==> src/rtl/program_loader_pkg.sv <==
// -----------------------------------------------------------------------------
// program_loader_pkg
// Shared definitions for the serial program-memory writer: the loader FSM
// state encoding and the default instruction word width.
// -----------------------------------------------------------------------------
package program_loader_pkg;

    localparam int INST_WIDTH = 16;

    typedef enum logic [1:0] {
        ST_IDLE  = 2'd0,
        ST_SHIFT = 2'd1,
        ST_WRITE = 2'd2,
        ST_DRAIN = 2'd3
    } load_state_t;

endpackage

==> src/rtl/program_loader_sync_edge.sv <==
// -----------------------------------------------------------------------------
// sync_edge
// Two-flop synchronizer for one asynchronous input followed by an edge
// register, producing the synchronized level plus single-cycle rise/fall
// pulses in the i_clk domain.
//
// Ports:
//   i_clk     system clock
//   i_reset   synchronous active-high reset (edge register only)
//   i_async   asynchronous input pin
//   o_level   synchronized level
//   o_rise    one-cycle pulse on a synchronized 0->1 transition
//   o_fall    one-cycle pulse on a synchronized 1->0 transition
// -----------------------------------------------------------------------------
module sync_edge #(
    parameter logic RESET_VAL = 1'b0
) (
    input  logic i_clk,
    input  logic i_reset,
    input  logic i_async,
    output logic o_level,
    output logic o_rise,
    output logic o_fall
);

    logic meta;
    logic sync;
    logic prev;

    // The synchronizer stages keep sampling during reset so that o_level
    // reflects the real pin as soon as reset is released.
    always_ff @(posedge i_clk) begin
        meta <= i_async;
        sync <= meta;
    end

    always_ff @(posedge i_clk) begin
        if (i_reset) begin
            prev <= RESET_VAL;
        end else begin
            prev <= sync;
        end
    end

    assign o_level = sync;
    assign o_rise  = sync & ~prev;
    assign o_fall  = ~sync & prev;

endmodule

==> src/rtl/program_loader.sv <==
// -----------------------------------------------------------------------------
// program_loader
// Serial program-memory writer. Receives DATA_WIDTH-bit words MSB first over
// a chip-select / serial-clock / data link, synchronizes them into i_clk and
// issues single-cycle write strobes with an auto-incrementing address.
//
// Ports:
//   i_clk, i_reset   system clock, synchronous active-high reset
//   i_cs_n           frame select (async, active low)
//   i_sclk           serial clock (async), data sampled on rising edge
//   i_sdata          serial data, MSB first
//   o_wr_en          one-cycle write strobe
//   o_wr_addr        write address (held outside WRITE)
//   o_wr_data        write data (held outside WRITE)
//   o_busy           frame in progress
//   o_done           last frame ended cleanly (sticky)
//   o_error          last frame malformed or overflowed (sticky)
//   o_word_count     words written in the current or last frame
// -----------------------------------------------------------------------------
module program_loader
    import program_loader_pkg::*;
#(
    parameter int ADDR_WIDTH = 8,
    parameter int DATA_WIDTH = INST_WIDTH
) (
    input  logic                  i_clk,
    input  logic                  i_reset,
    input  logic                  i_cs_n,
    input  logic                  i_sclk,
    input  logic                  i_sdata,
    output logic                  o_wr_en,
    output logic [ADDR_WIDTH-1:0] o_wr_addr,
    output logic [DATA_WIDTH-1:0] o_wr_data,
    output logic                  o_busy,
    output logic                  o_done,
    output logic                  o_error,
    output logic [ADDR_WIDTH:0]   o_word_count
);

    localparam int CNT_WIDTH = $clog2(DATA_WIDTH);
    localparam logic [CNT_WIDTH-1:0] BIT_LAST = CNT_WIDTH'(DATA_WIDTH - 1);

    logic cs_level, cs_rise, cs_fall;
    logic sclk_level, sclk_rise, sclk_fall;
    logic sdata_level, sdata_rise, sdata_fall;
    logic unused_edges;

    load_state_t           state;
    logic [DATA_WIDTH-2:0] shift_reg;
    logic [CNT_WIDTH-1:0]  bit_cnt;
    logic [ADDR_WIDTH-1:0] addr;
    logic                  armed;

    sync_edge #(.RESET_VAL(1'b1)) u_sync_cs (
        .i_clk   (i_clk),
        .i_reset (i_reset),
        .i_async (i_cs_n),
        .o_level (cs_level),
        .o_rise  (cs_rise),
        .o_fall  (cs_fall)
    );

    sync_edge #(.RESET_VAL(1'b0)) u_sync_sclk (
        .i_clk   (i_clk),
        .i_reset (i_reset),
        .i_async (i_sclk),
        .o_level (sclk_level),
        .o_rise  (sclk_rise),
        .o_fall  (sclk_fall)
    );

    sync_edge #(.RESET_VAL(1'b0)) u_sync_sdata (
        .i_clk   (i_clk),
        .i_reset (i_reset),
        .i_async (i_sdata),
        .o_level (sdata_level),
        .o_rise  (sdata_rise),
        .o_fall  (sdata_fall)
    );

    assign unused_edges = ^{sclk_level, sclk_fall, sdata_rise, sdata_fall};

    // Loader FSM. A new frame needs cs_n to have been seen high since reset
    // ("armed"), so a select held low across reset never starts a frame even
    // though the edge register comes out of reset high. Overflow is detected
    // with the top bit of the word count: once 2^ADDR_WIDTH words are written
    // the address is saturated and further words are refused.
    always_ff @(posedge i_clk) begin
        if (i_reset) begin
            state        <= ST_IDLE;
            shift_reg    <= '0;
            bit_cnt      <= '0;
            addr         <= '0;
            armed        <= 1'b0;
            o_wr_en      <= 1'b0;
            o_wr_addr    <= '0;
            o_wr_data    <= '0;
            o_busy       <= 1'b0;
            o_done       <= 1'b0;
            o_error      <= 1'b0;
            o_word_count <= '0;
        end else begin
            o_wr_en <= 1'b0;
            if (cs_level) begin
                armed <= 1'b1;
            end
            case (state)
                ST_IDLE: begin
                    if (cs_fall && armed) begin
                        state        <= ST_SHIFT;
                        addr         <= '0;
                        o_word_count <= '0;
                        bit_cnt      <= '0;
                        o_done       <= 1'b0;
                        o_error      <= 1'b0;
                        o_busy       <= 1'b1;
                    end
                end
                ST_SHIFT: begin
                    // cs_n rise has priority over a coincident sclk rise
                    if (cs_rise) begin
                        state  <= ST_IDLE;
                        o_busy <= 1'b0;
                        if (bit_cnt == '0) begin
                            o_done <= 1'b1;
                        end else begin
                            o_error <= 1'b1;
                        end
                    end else if (sclk_rise) begin
                        shift_reg <= {shift_reg[DATA_WIDTH-3:0], sdata_level};
                        if (bit_cnt == BIT_LAST) begin
                            bit_cnt <= '0;
                            if (o_word_count[ADDR_WIDTH]) begin
                                o_error <= 1'b1;
                                state   <= ST_DRAIN;
                            end else begin
                                o_wr_en   <= 1'b1;
                                o_wr_addr <= addr;
                                o_wr_data <= {shift_reg, sdata_level};
                                state     <= ST_WRITE;
                            end
                        end else begin
                            bit_cnt <= bit_cnt + 1'b1;
                        end
                    end
                end
                ST_WRITE: begin
                    o_word_count <= o_word_count + 1'b1;
                    if (~&addr) begin
                        addr <= addr + 1'b1;
                    end
                    bit_cnt <= '0;
                    if (cs_rise) begin
                        state  <= ST_IDLE;
                        o_busy <= 1'b0;
                        o_done <= 1'b1;
                    end else begin
                        state <= ST_SHIFT;
                    end
                end
                ST_DRAIN: begin
                    if (cs_rise) begin
                        state  <= ST_IDLE;
                        o_busy <= 1'b0;
                    end
                end
                default: state <= ST_IDLE;
            endcase
        end
    end

endmodule
==> config.mk <==
export PLATFORM = sky130hd
export DESIGN_NAME = program_loader
export DESIGN_NICKNAME = d
export VERILOG_FILES = /design/src/rtl/program_loader_pkg.sv /design/src/rtl/program_loader_sync_edge.sv /design/src/rtl/program_loader.sv
export SDC_FILE = /design/constraint.sdc
export NUM_CORES = 1
export LEC_CHECK = 0
export ABC_AREA = 1
export CORE_AREA = 4 4 108 110
export CTS_BUF_LIST = sky130_fd_sc_hd__clkbuf_4 sky130_fd_sc_hd__clkbuf_8
export DETAILED_ROUTE_END_ITERATION = 8
export DIE_AREA = 0 0 112 114
export GPL_TIMING_DRIVEN = 0
export PLACE_DENSITY_LB_ADDON = 0.12
export SETUP_SLACK_MARGIN = 0.5
export SYNTH_ARGS = -nofsm -noshare
export SYNTH_HDL_FRONTEND = slang
export SYNTH_SLANG_ARGS = --single-unit
==> constraint.sdc <==
create_clock -name i_clk -period 1.5 [get_ports i_clk]
set_input_delay 0.45 -clock i_clk [delete_from_list [all_inputs] [get_ports i_clk]]
set_output_delay 0.45 -clock i_clk [all_outputs]
set_load 0.02 [all_outputs]
==> results.sh <==
export IMPL_run_status="finished, final reports clean"
export IMPL_crit_slowest_cell="sky130_fd_sc_hd__dfxtp_4"
export IMPL_clk_latency_ps=340
export IMPL_initial_utilization_pct=29.39
export IMPL_dpl_hpwl_microns=5149
export IMPL_synth_seq_area_share_pct=47.75
export IMPL_yosysWarnings=0
export IMPL_worst_path_cell_chain="inv_4 > ha_4 > nand4_4 > buf_12 > nor2_4 > nor2_4 > buf_6 > nand2_1 > nor2_1"
export IMPL_start_kind="flop"
export IMPL_number_of_violations_of_the_max_capacitance_limit=0
export IMPL_cpMostUsedCell="sky130_fd_sc_hd__nor2_4"
export IMPL_clock_skew_final_ps=9.369
export IMPL_final_critical_path_setup_slack_ps=29.40
export IMPL_tightest_slew_ps=334.7
export IMPL_drc=0
export IMPL_place_detailed_instances=609
export IMPL_synth_main_ff_cell="sky130_fd_sc_hd__dfxtp_1"
export IMPL_maximum_number_of_buffers_from_clock_root_to_sink=2
export IMPL_grt_max_degree=15
export IMPL_tritoncts_num_sinks=75
export IMPL_cts_buffers_inserted=9
export IMPL_drtAntennaViolNets=0
export IMPL_synth_top_cells_by_area="sky130_fd_sc_hd__dfxtp_1 48%, sky130_fd_sc_hd__nor2_1 11%, sky130_fd_sc_hd__nand2_1 7.9%, sky130_fd_sc_hd__o21ai_0 6.8%, sky130_fd_sc_hd__inv_1 5.7%"
export IMPL_placement_rows=38
export IMPL_antenna_cells_inserted=0
export IMPL_synth_enable_flop_cells=0
export IMPL_grt_use_total_pct=13.88
export IMPL_drt_vias_per_instance=4.412
export IMPL_slowest_delay_ps=380
export IMPL_power_static_leakage_uw=0.002196
export IMPL_hold_path_class="flop to flop"
export IMPL_num_vias=3031
export IMPL_placedInstanceArea_sq_um=3896
export IMPL_h_tree_depth=3
export IMPL_grt_pass1_wl_microns=14420
export IMPL_nNetsFinal=555
export IMPL_power_per_cell_area_nw_per_um2=1070
export IMPL_synthMostInstantiatedCell="sky130_fd_sc_hd__nor2_1"
export IMPL_final_area_sq_um=5344
export IMPL_yosysUniqueCellTypes=30
export IMPL_drt_iter0_drc=61
export IMPL_cp_end_kind="flop"
export IMPL_placeableCoreArea_sq_um=10700
export IMPL_dieHeight_microns=114
export IMPL_syn_nets=441
export IMPL_synth_largest_type_area_fraction_pct=47.75
export IMPL_report_final_setup_viol=0
export IMPL_fmax_mhz=680.0
export IMPL_maximum_ir_drop_on_the_vdd_rail_mv=0.8022
export IMPL_critPathRequiredTime_ps=1740
export IMPL_finalHoldWorstSlack_ps=331.4
export IMPL_largest_register_ff_count=16
export IMPL_die_w_microns=112
export IMPL_place_worst_setup_slack_ps=-554.3
export IMPL_tritoncts_clock_tree="done"
export IMPL_yosys_area_top_type="sky130_fd_sc_hd__dfxtp_1"
export IMPL_worst_slew_margin_rel_pct=77.51
export IMPL_grt_overflow_total=0
export IMPL_cts_clk_slew_worst_paths_ps=80
export IMPL_finalHoldViolCount=0
export IMPL_critPathArrivalTime_ps=1710
export IMPL_flow_area_growth_from_synthesis_pct=69.96
export IMPL_number_of_global_route_vias_before_repair=2951
export IMPL_synth_common_cells="91 x sky130_fd_sc_hd__nor2_1, 75 x sky130_fd_sc_hd__dfxtp_1, 66 x sky130_fd_sc_hd__nand2_1, 48 x sky130_fd_sc_hd__inv_1, 43 x sky130_fd_sc_hd__o21ai_0"
export IMPL_grt_setup_unrepaired="yes"
export IMPL_drt_total_wl_microns=8555
export IMPL_critical_path_buf_inv_count=3
export IMPL_cts_hold_repair_buffers=0
export IMPL_largest_fanout_of_any_net_on_the_critical_path=6
export IMPL_finalWorstPathRequiredPeriod_ps=1471
export IMPL_synth_area_sq_um=3144
export IMPL_layout_drive_gt1_share_pct=54.30
export IMPL_boundaryPins=42
export IMPL_flip_flop_and_latch_count_after_synthesis=75
export IMPL_critical_path_top_delay_family="simple AND/OR/NAND/NOR gates"
export IMPL_finish_cell_count_without_fillers=687
export IMPL_post_synth_cell_area_avg_sq_um=7.346
export IMPL_final_report_max_slew_violation_count=0
export IMPL_period_share_pct=98.04
export IMPL_critical_path_class="flop to flop"
export IMPL_globalplace_congestion=0.7573
export IMPL_synth_cells=428
export IMPL_dieArea_sq_um=12770
export IMPL_grt_antenna_before_repair=0
export IMPL_detail_route_first_pass_iterations=5
export IMPL_cts_root_buf="sky130_fd_sc_hd__clkbuf_8"
export IMPL_drt_wirelength_per_cell_microns=12.45
export IMPL_placement_io_buffers=41
export IMPL_synth_async_reset_ratio_pct=0
cell families after synthesis:
logic type                 count (synthesis)  share of synthesized area [%]
AOI/OAI and AO/OA                         73                          11.94
buffers and inverters                     69                          9.072
DFF                                       75                          47.75
xor gates and xnor gates                   1                         0.2786
adders and majority gates                  8                          3.184
and+or+nand+nor                          202                          27.78
cells in the final DEF, fill, tap and decap left out, types with 11 or more instances in the layout:
master / netlist / routed
sky130_fd_sc_hd__nor2_1: 91 / 82
sky130_fd_sc_hd__buf_6: 2 / 60
sky130_fd_sc_hd__nand2_1: 66 / 43
sky130_fd_sc_hd__inv_1: 48 / 41
sky130_fd_sc_hd__buf_4: 1 / 38
sky130_fd_sc_hd__dfxtp_2: 0 / 36
sky130_fd_sc_hd__dfxtp_1: 75 / 32
sky130_fd_sc_hd__o21ai_2: 0 / 31
sky130_fd_sc_hd__nand2_2: 3 / 16
sky130_fd_sc_hd__a21oi_2: 0 / 14
sky130_fd_sc_hd__nand3_2: 1 / 13
sky130_fd_sc_hd__a21oi_1: 26 / 12
sky130_fd_sc_hd__clkbuf_8: 0 / 11
worst paths after layout:
path | cells past startpoint | startpoint | endpoint | slack (ps)
setup / recovery | 9 | state[0] | addr[4] | 30
hold / removal | 0 | u_sync_sclk.meta | u_sync_sclk.o_level | 330
setup reg to reg | 9 | state[0] | addr[4] | 30
hold reg to reg | 0 | u_sync_sclk.meta | u_sync_sclk.o_level | 330
layout make-up:
cell class / instances / area, sq um
buffer: 16 / 186.4
clock buffer: 9 / 123.9
clock inverter: 7 / 77.57
fill: 1025 / 5354
inverter: 53 / 216.5
multi-input combinational: 284 / 1927
sequential: 75 / 1573
tap: 140 / 175.2
timing repair buffer: 103 / 1065
layer usage:
metal / part of all wire (%) / GRT usage, % / wire (microns) / vias to the layer above
met2: 47 / 22.02 / 4033 / 47
met4: 2.2 / 6.010 / 191 / 0
met5: 0 / 0 / 0 / -
met1: 47 / 18.43 / 4041 / 1373
li1: - / - / - / 1596
met3: 3.4 / 2.812 / 287 / 15
worst register-to-register path: stages, from the launching register on:
cell                      delay [ps]
sky130_fd_sc_hd__dfxtp_4         380
sky130_fd_sc_hd__inv_4            70
sky130_fd_sc_hd__ha_4            170
sky130_fd_sc_hd__nand4_4         180
sky130_fd_sc_hd__buf_12          190
sky130_fd_sc_hd__nor2_4           90
sky130_fd_sc_hd__nor2_4           60
sky130_fd_sc_hd__buf_6           140
sky130_fd_sc_hd__nand2_1          70
sky130_fd_sc_hd__nor2_1           40
where the power goes:
| group | total, uW | internal (uW) | switching, uW |
|---|---|---|---|
| Sequential | 2300 | 2150 | 158 |
| Clock | 1590 | 780 | 809 |
| Combinational | 1830 | 864 | 961 |
metrics by stage:
step                      utilization, %  power (uW)  setup TNS [ps]
after detailed placement           36.42        3345          -19550
after global placement             36.42        3341          -18460
after global routing               49.95        6081          -769.8
after CTS                          47.29        5542               0
after floorplan                        -        3088               0
final                              49.95        5718               0
timing repair:
action | 4_1_cts | 5_1_grt
pin swaps | 23 | 42
endpoints found under the setup margin | 106 | 104
buffers inserted | 42 | 12
gates cloned | 8 | 0
gates resized for setup | 393 | 60
Power figures use the tool's default switching activity.
